[src/rtl/fuzzy_pkg.sv]
// fuzzy_pkg: shared constants, state types and the sensor clamp helper for
// the fuzzy flood-risk serial front-end (fuzzy_sensor_rx, fuzzy_uart_rx).
package fuzzy_pkg;

    localparam logic [7:0] FRAME_HDR  = 8'hA5;
    localparam logic [7:0] SENSOR_MAX = 8'd100;

    typedef enum logic [1:0] {
        HUNT,
        GET_RAIN,
        GET_SOIL,
        GET_SUM
    } parse_state_t;

    typedef enum logic [2:0] {
        IDLE,
        START,
        DATA,
        STOP,
        WAIT_HIGH
    } uart_state_t;

    // Membership functions expect 0..100.
    function automatic logic [7:0] clamp_sensor(input logic [7:0] v);
        return (v > SENSOR_MAX) ? SENSOR_MAX : v;
    endfunction

endpackage

[src/rtl/fuzzy_sensor_rx_if.sv]
// fuzzy_sensor_rx_if: sensor line and decoded-reading bundle.
//   rx_in         UART serial line, idle high
//   rain_fall     last good rainfall, 0..100
//   soil_moisture last good soil moisture, 0..100
//   sample_valid  one-cycle pulse when both readings update
//   frame_err     one-cycle pulse on stop-bit or checksum error
//   stale         no fresh data
// master: the receiver block; slave: the consumer that drives the line
// and reads the results.
interface fuzzy_sensor_rx_if;
    logic       rx_in;
    logic [7:0] rain_fall;
    logic [7:0] soil_moisture;
    logic       sample_valid;
    logic       frame_err;
    logic       stale;

    modport master (
        input  rx_in,
        output rain_fall, soil_moisture, sample_valid, frame_err, stale
    );

    modport slave (
        output rx_in,
        input  rain_fall, soil_moisture, sample_valid, frame_err, stale
    );
endinterface

[src/rtl/fuzzy_uart_rx.sv]
// fuzzy_uart_rx: 8N1 UART byte receiver with 2-flop synchronizer and
// mid-bit sampling.
//   clk, rst_n  system clock, async active-low reset
//   rx_in       asynchronous serial line, idle high
//   byte_data   received byte, valid while byte_valid is high
//   byte_valid  one-cycle pulse in the mid-stop-bit sample cycle (stop = 1)
//   byte_ferr   one-cycle pulse in the mid-stop-bit sample cycle (stop = 0)
module fuzzy_uart_rx
    import fuzzy_pkg::*;
#(
    parameter int unsigned CLKS_PER_BIT = 104
) (
    input  logic       clk,
    input  logic       rst_n,
    input  logic       rx_in,
    output logic [7:0] byte_data,
    output logic       byte_valid,
    output logic       byte_ferr
);

    localparam int unsigned CW = $clog2(CLKS_PER_BIT);
    localparam logic [CW-1:0] HALF_M1 = CW'(CLKS_PER_BIT / 2 - 1);
    localparam logic [CW-1:0] FULL_M1 = CW'(CLKS_PER_BIT - 1);

    logic rx_meta, rx_sync, rx_prev;

    always_ff @(posedge clk or negedge rst_n) begin
        if (!rst_n) begin
            rx_meta <= 1'b1;
            rx_sync <= 1'b1;
            rx_prev <= 1'b1;
        end else begin
            rx_meta <= rx_in;
            rx_sync <= rx_meta;
            rx_prev <= rx_sync;
        end
    end

    uart_state_t   state_q, state_d;
    logic [CW-1:0] cnt_q, cnt_d;
    logic [2:0]    bit_q, bit_d;
    logic [7:0]    shift_q, shift_d;

    always_ff @(posedge clk or negedge rst_n) begin
        if (!rst_n) begin
            state_q <= IDLE;
            cnt_q   <= '0;
            bit_q   <= '0;
            shift_q <= '0;
        end else begin
            state_q <= state_d;
            cnt_q   <= cnt_d;
            bit_q   <= bit_d;
            shift_q <= shift_d;
        end
    end

    always_comb begin
        state_d    = state_q;
        cnt_d      = cnt_q + 1'b1;
        bit_d      = bit_q;
        shift_d    = shift_q;
        byte_valid = 1'b0;
        byte_ferr  = 1'b0;
        case (state_q)
            IDLE: begin
                cnt_d = '0;
                if (rx_prev && !rx_sync) state_d = START;
            end
            START: begin
                if (cnt_q == HALF_M1) begin
                    cnt_d   = '0;
                    bit_d   = '0;
                    // Glitch rejection: start must still be low at mid-bit.
                    state_d = rx_sync ? IDLE : DATA;
                end
            end
            DATA: begin
                if (cnt_q == FULL_M1) begin
                    cnt_d   = '0;
                    shift_d = {rx_sync, shift_q[7:1]};
                    bit_d   = bit_q + 1'b1;
                    if (bit_q == 3'd7) state_d = STOP;
                end
            end
            STOP: begin
                if (cnt_q == FULL_M1) begin
                    cnt_d = '0;
                    if (rx_sync) begin
                        byte_valid = 1'b1;
                        state_d    = IDLE;
                    end else begin
                        byte_ferr = 1'b1;
                        state_d   = WAIT_HIGH;
                    end
                end
            end
            WAIT_HIGH: begin
                // Line held low (break): re-arm only once it returns high.
                cnt_d = '0;
                if (rx_sync) state_d = IDLE;
            end
            default: begin
                cnt_d   = '0;
                state_d = IDLE;
            end
        endcase
    end

    assign byte_data = shift_q;

endmodule

[src/rtl/fuzzy_sensor_rx.sv]
// fuzzy_sensor_rx: serial sensor front-end for the fuzzy flood-risk
// estimator. Receives A5/rain/soil/checksum frames, validates them and
// presents clamped registered readings with a sample_valid strobe.
//   clk, rst_n  system clock, async active-low reset
//   bus         fuzzy_sensor_rx_if.master (rx_in in; rain_fall,
//               soil_moisture, sample_valid, frame_err, stale out)
// Optional feature macro FUZZY_STALE_TIMEOUT_EN: after TIMEOUT_CYCLES
// without a good frame, stale goes high and both readings are forced to 0.
module fuzzy_sensor_rx
    import fuzzy_pkg::*;
#(
    parameter int unsigned CLKS_PER_BIT   = 104,
    parameter int unsigned TIMEOUT_CYCLES = 1_000_000
) (
    input logic                clk,
    input logic                rst_n,
    fuzzy_sensor_rx_if.master  bus
);

    if (CLKS_PER_BIT < 4) begin : g_bad_cpb
        $error("CLKS_PER_BIT must be at least 4");
    end
    if (TIMEOUT_CYCLES == 0) begin : g_bad_timeout
        $error("TIMEOUT_CYCLES must be non-zero");
    end

    logic [7:0] byte_data;
    logic       byte_valid, byte_ferr;

    fuzzy_uart_rx #(.CLKS_PER_BIT(CLKS_PER_BIT)) u_uart (
        .clk        (clk),
        .rst_n      (rst_n),
        .rx_in      (bus.rx_in),
        .byte_data  (byte_data),
        .byte_valid (byte_valid),
        .byte_ferr  (byte_ferr)
    );

    parse_state_t ps_q, ps_d;
    logic [7:0]   rain_raw_q, rain_raw_d, soil_raw_q, soil_raw_d;
    logic [7:0]   rain_q, rain_d, soil_q, soil_d;
    logic         sv_q, sv_d, fe_q, fe_d;
    logic [7:0]   sum_raw;

    assign sum_raw = rain_raw_q + soil_raw_q;

`ifdef FUZZY_STALE_TIMEOUT_EN
    localparam int unsigned TW = $clog2(TIMEOUT_CYCLES + 1);
    localparam logic [TW-1:0] TO_VAL = TW'(TIMEOUT_CYCLES);

    logic [TW-1:0] timer_q;
    logic          stale_q, stale_d;

    always_ff @(posedge clk or negedge rst_n) begin
        if (!rst_n)                timer_q <= '0;
        else if (sv_d)             timer_q <= '0;
        else if (timer_q != TO_VAL) timer_q <= timer_q + 1'b1;
    end
`endif

    always_comb begin
        ps_d       = ps_q;
        rain_raw_d = rain_raw_q;
        soil_raw_d = soil_raw_q;
        rain_d     = rain_q;
        soil_d     = soil_q;
        sv_d       = 1'b0;
        fe_d       = 1'b0;
`ifdef FUZZY_STALE_TIMEOUT_EN
        stale_d    = stale_q;
`endif
        if (byte_ferr) begin
            fe_d = 1'b1;
            ps_d = HUNT;
        end else if (byte_valid) begin
            case (ps_q)
                HUNT: if (byte_data == FRAME_HDR) ps_d = GET_RAIN;
                GET_RAIN: begin
                    rain_raw_d = byte_data;
                    ps_d       = GET_SOIL;
                end
                GET_SOIL: begin
                    soil_raw_d = byte_data;
                    ps_d       = GET_SUM;
                end
                GET_SUM: begin
                    ps_d = HUNT;
                    if (byte_data == sum_raw) begin
                        rain_d = clamp_sensor(rain_raw_q);
                        soil_d = clamp_sensor(soil_raw_q);
                        sv_d   = 1'b1;
                    end else begin
                        fe_d = 1'b1;
                    end
                end
                default: ps_d = HUNT;
            endcase
        end
`ifdef FUZZY_STALE_TIMEOUT_EN
        if (sv_d) begin
            stale_d = 1'b0;
        end else if (timer_q == TO_VAL) begin
            stale_d = 1'b1;
            rain_d  = '0;
            soil_d  = '0;
        end
`endif
    end

    always_ff @(posedge clk or negedge rst_n) begin
        if (!rst_n) begin
            ps_q       <= HUNT;
            rain_raw_q <= '0;
            soil_raw_q <= '0;
            rain_q     <= '0;
            soil_q     <= '0;
            sv_q       <= 1'b0;
            fe_q       <= 1'b0;
`ifdef FUZZY_STALE_TIMEOUT_EN
            stale_q    <= 1'b1;
`endif
        end else begin
            ps_q       <= ps_d;
            rain_raw_q <= rain_raw_d;
            soil_raw_q <= soil_raw_d;
            rain_q     <= rain_d;
            soil_q     <= soil_d;
            sv_q       <= sv_d;
            fe_q       <= fe_d;
`ifdef FUZZY_STALE_TIMEOUT_EN
            stale_q    <= stale_d;
`endif
        end
    end

    assign bus.rain_fall     = rain_q;
    assign bus.soil_moisture = soil_q;
    assign bus.sample_valid  = sv_q;
    assign bus.frame_err     = fe_q;
`ifdef FUZZY_STALE_TIMEOUT_EN
    assign bus.stale         = stale_q;
`else
    assign bus.stale         = 1'b0;
`endif

endmodule
[src/flat_wrapper.sv]
// flat-port wrapper written by rule: the top's interface ports become plain ports
module fuzzy_sensor_rx_flat import fuzzy_pkg::*;
#(
    parameter int unsigned CLKS_PER_BIT   = 104,
    parameter int unsigned TIMEOUT_CYCLES = 1_000_000
)
  (clk, rst_n, bus_rx_in, bus_rain_fall, bus_soil_moisture, bus_sample_valid, bus_frame_err, bus_stale);
  fuzzy_sensor_rx_if bus_i ();
  input logic clk;
  input logic rst_n;
  input wire logic [$bits(bus_i.rx_in)-1:0] bus_rx_in;
  output wire logic [$bits(bus_i.rain_fall)-1:0] bus_rain_fall;
  output wire logic [$bits(bus_i.soil_moisture)-1:0] bus_soil_moisture;
  output wire logic [$bits(bus_i.sample_valid)-1:0] bus_sample_valid;
  output wire logic [$bits(bus_i.frame_err)-1:0] bus_frame_err;
  output wire logic [$bits(bus_i.stale)-1:0] bus_stale;
  assign bus_i.rx_in = bus_rx_in;
  assign bus_rain_fall = bus_i.rain_fall;
  assign bus_soil_moisture = bus_i.soil_moisture;
  assign bus_sample_valid = bus_i.sample_valid;
  assign bus_frame_err = bus_i.frame_err;
  assign bus_stale = bus_i.stale;
  fuzzy_sensor_rx #(.CLKS_PER_BIT(CLKS_PER_BIT), .TIMEOUT_CYCLES(TIMEOUT_CYCLES)) u_core (.clk(clk), .rst_n(rst_n), .bus(bus_i));
endmodule
[config.mk]
export PLATFORM = sky130hd
export DESIGN_NAME = fuzzy_sensor_rx_flat
export DESIGN_NICKNAME = d
export VERILOG_FILES = /design/src/rtl/fuzzy_pkg.sv /design/src/rtl/fuzzy_sensor_rx_if.sv /design/src/rtl/fuzzy_uart_rx.sv /design/src/rtl/fuzzy_sensor_rx.sv /design/src/flat_wrapper.sv
export SDC_FILE = /design/constraint.sdc
export NUM_CORES = 1
export LEC_CHECK = 0
export BUFFER_PORTS_ARGS = -buffer_cell sky130_fd_sc_hd__buf_2
export CELL_PAD_IN_SITES_DETAIL_PLACEMENT = 0
export CELL_PAD_IN_SITES_GLOBAL_PLACEMENT = 1
export CORE_MARGIN = 2
export CORE_UTILIZATION = 35
export DETAILED_ROUTE_END_ITERATION = 8
export PLACE_DENSITY_LB_ADDON = 0.1
export SETUP_SLACK_MARGIN = 0.02
export SYNTH_ARGS = -nofsm -noshare
export SYNTH_HDL_FRONTEND = slang
export SYNTH_SLANG_ARGS = --single-unit
[constraint.sdc]
create_clock -name clk -period 2.6 [get_ports clk]
set_clock_uncertainty 0.2 [all_clocks]
set_input_delay 0.26 -clock clk [delete_from_list [all_inputs] [get_ports clk]]
set_output_delay 0.26 -clock clk [all_outputs]
set_load 0.05 [all_outputs]
==> flow_metrics.tcl <==
set metrics [dict create \
    via_per_inst 4.73 \
    max_freq_mhz 360 \
    power_report.internal_total_mw 1.67 \
    max_stage_delay_cell_worst_path "or4b_1" \
    via_count_of_the_first_global_routing_pass 2281 \
    drv_slew 0 \
    power.leakage_nw 1.95 \
    synth_ff_type "dfrtp_1" \
    htree_num_levels 3 \
    seq_area_frac_synth_pct 49.0 \
    critical_path.max_fanout 4 \
    placed_wire_length_estimate_after_detailed_placement_mm 4.48 \
    antenna_violations_before_repair 0 \
    timing_worst_slew_pin_value_ns 0.799 \
    placement.io_buffers 20 \
    yosys_register_bits 60 \
    remaining_drc_errors 0 \
    synth-edff-count 0 \
    place.gp.congestion 0.732 \
    grt.met2_usage_pct 21.9 \
    hold_wc_path_type "register to register" \
    dieHeight_um 97.6 \
    max_stage_delay_ns 0.50 \
    drt_first_pass_iters 4 \
    slew_headroom_pct 46.7 \
    ys_types 48 \
    clock_path_buffers 2 \
    grt_util_met1_pct 21.2 \
    crit_arrival_ns 2.80 \
    insertedDiodeCount 0 \
    setup_viol_count_final 16 \
    power.switching_fraction_pct 26.7 \
    share_seq_of_total_power_pct 46.6 \
    synth_top_family_by_area "multiplexers" \
    nets 360 \
    finalWorstSetupSlack_ns -0.181 \
    dp.cells 435 \
    met3_usage_pct 3.17 \
    mostFrequentLayoutCells "dfrtp_1, buf_4, mux2_2" \
    placement_rows 34 \
    yosys.area.top_type "dfrtp_1" \
    timing.setup.critical_path_class "register to register" \
    worst_path_dominant_cell_family "simple AND/OR/NAND/NOR gates" \
    syn_area_per_cell_um2 11.3 \
    grt_pass1_wl_mm 11.3 \
    vias 2142 \
    die_width_um 97.6 \
    grt.total_usage_pct 14.9 \
    rsz0062_at_grt "yes" \
    drt-total-wl_mm 6.45 \
    synth_simple_gate_area_share_pct 13.2 \
    timing.critical_path.cells "ha_2 -> and2_4 -> nand4b_4 -> or4_4 -> or4b_1 -> and4b_1 -> buf_6 -> mux2_1" \
    synthToLayoutAreaGrowth_pct 24.4 \
    end_kind "register" \
    synth_compound_area_share_pct 7.66 \
    violations_in_the_final_reports "negative setup slack" \
    synth.cell_area_um2 3070 \
    post_drt_wl_per_cell_um 14.2 \
    timing.critical_path.required_ns 2.62 \
    drv.max_cap_violation_count 0 \
    crit_path_start_kind "register" \
    syn-num-nets 290 \
    floorplan.initialDensity_pct 35.7 \
    cp_num_buf_inv 1 \
    total_switching_power_uw 606 \
    postRouteAntennaNets 0 \
    cts-root-buf "clkbuf_8" \
    filler_cell_count 828 \
    run_status "complete, but fails checks" \
    post_route_cells_drive_above_1_share_pct 33.6 \
    maximum_number_of_pins_on_one_net_before_global_route_repair 61 \
    comb_power_share_pct 18.3 \
    yosys-top-cells-area "dfrtp_1, mux2_2, ha_1" \
    overflow_after_grt 0 \
    post-route-period-util_pct 107 \
    synth-xor-area-share_pct 5.14 \
    placeableCoreArea_um2 8590 \
    worstSkewPairLatency_ns 0.34 \
    initialDrtViolationCount 74 \
    muxShareOfSynthArea_pct 13.8 \
    report.power.total_mw 2.27 \
    fp.dieArea_um2 9530 \
    layout.cell_area.non_filler_um2 3820 \
    synthesis.yosys.warnings 0 \
    power.clock.fraction_pct 35.2 \
    yosysTopAreaCellShare_pct 46.5 \
    cts_num_sinks 60 \
    cts_buffers 9 \
    fraction_of_the_mapped_netlist_area_in_adder_cells_pct 6.77 \
    cts_tree "yes" \
    post_dp_cell_area_um2 3590 \
    synth_async_sr_flop_share_pct 100 \
    finish.cell_count_without_fillers 453 \
    grt_busiest_layer "met2" \
    ir_drop_uv 188 \
    timing_hold_violations_final 0 \
    power.density_nw_per_um2 595 \
    netlist_instances 271 \
    cts.reportedPaths.clkPinSlew_ns 0.07 \
    layout_min_cycle_time_ns 2.78 \
    layout_commonest_cell "dfrtp_1" \
    top_level_ports 22 \
]
## final cells by class
| type | instances | area [um^2] | share of cell area [%] |
|---|---|---|---|
| Clock inverter | 1 | 5.00 | 0.131 |
| Sequential cell | 60 | 1510 | 39.4 |
| Timing Repair Buffer | 68 | 482 | 12.6 |
| Clock buffer | 14 | 183 | 4.78 |
| Inverter | 18 | 67.6 | 1.77 |
| Tap cell | 108 | 135 | 3.54 |
| Multi-Input combinational cell | 184 | 1440 | 37.7 |
## cell families after synthesis
group / after synthesis
xor gates and xnor gates: 18
muxes: 39
adders and majority gates: 16
and+or+nand+nor: 74
buffers and inverters: 27
other: 1
DFF: 60
AOI/OAI and AO/OA: 36
## sequential cells by signal, summed over array words and instances (netlist names), 2 cells and up
name / count
u_core.bus.rain_fall: 8
u_core.bus.soil_moisture: 8
u_core.rain_raw_q: 8
u_core.soil_raw_q: 8
u_core.u_uart.byte_data: 8
u_core.u_uart.cnt_q: 7
u_core.u_uart.bit_q: 3
u_core.u_uart.state_q: 3
u_core.ps_q: 2
## final timing paths
path                                                  start                                      end  slack (ns)  cells after the start
setup / recovery           u_core.u_uart.cnt_q[1]$_DFF_PN0_  u_core.bus.soil_moisture[2]$_DFFE_PN0P_       -0.18                      8
hold / removal              u_core.u_uart.rx_meta$_DFF_PN1_          u_core.u_uart.rx_sync$_DFF_PN1_        0.15                      0
setup reg to reg           u_core.u_uart.cnt_q[1]$_DFF_PN0_  u_core.bus.soil_moisture[2]$_DFFE_PN0P_       -0.18                      8
hold reg to reg             u_core.u_uart.rx_meta$_DFF_PN1_          u_core.u_uart.rx_sync$_DFF_PN1_        0.15                      0
max in group asynchronous                             rst_n      u_core.bus.rain_fall[7]$_DFFE_PN0P_        1.24                      3
min in group asynchronous                             rst_n  u_core.bus.soil_moisture[0]$_DFFE_PN0P_        0.39                      3
## repair_timing
item | in CTS | in global routing
hold endpoints to repair | 58 | 0
gates resized for setup | 2 | 1
pin swaps | 1 | 0
endpoints found under the setup margin | 16 | 17
setup buffers | 1 | 0
hold buffers | 2 | 0
## layer usage
metal	wire, um	up-vias	share of wire, %
met5	0	-	0
met4	138	0	2.1
met3	169	11	2.6
met2	2660	24	41
met1	3480	1031	54
li1	-	1076	-
## Yosys cell counts (2+ instances only)
cell type and number:
nor2_1 19, o21ai_0 6, nor3_1 2, dfstp_2 3, a21o_1 4, clkbuf_1 3
buf_2 2, xor2_1 7, mux2_2 25, ha_1 15, nor4bb_1 3, o21a_1 2
dfrtp_1 57, nor2b_1 4, nand4_1 5, nand2_1 20, inv_1 18, a21oi_1 9
nor4_1 2, a31oi_1 5, mux2_1 2, nand3_1 7, xnor2_1 11, mux2i_1 12
nand2b_1 3, a22o_1 3
## power by group through the flow
stage | combinational, mW | sequential (mW) | clock, mW
global placement | 0.397 | 1.07 | 0
CTS | 0.414 | 1.06 | 0.828
detailed placement | 0.399 | 1.07 | 0
finish | 0.415 | 1.06 | 0.799
floorplan | 0.222 | 1.08 | 0
global route | 0.461 | 1.07 | 0.874
## per-stage QoR
step / setup slack, ns / util (%) / TNS [ns] / hold slack (ns)
detailed placement: -0.193 / 41.8 / -2.47 / 0.150
global placement: -0.144 / 41.8 / -1.49 / 0.146
CTS: -0.181 / 44.4 / -2.31 / 0.154
floorplan: -0.145 / - / -1.12 / -0.236
finish: -0.181 / 44.4 / -2.19 / 0.150
global route: -0.316 / 44.4 / -4.33 / 0.162
Note: power is estimated with default switching activity, not from simulation.
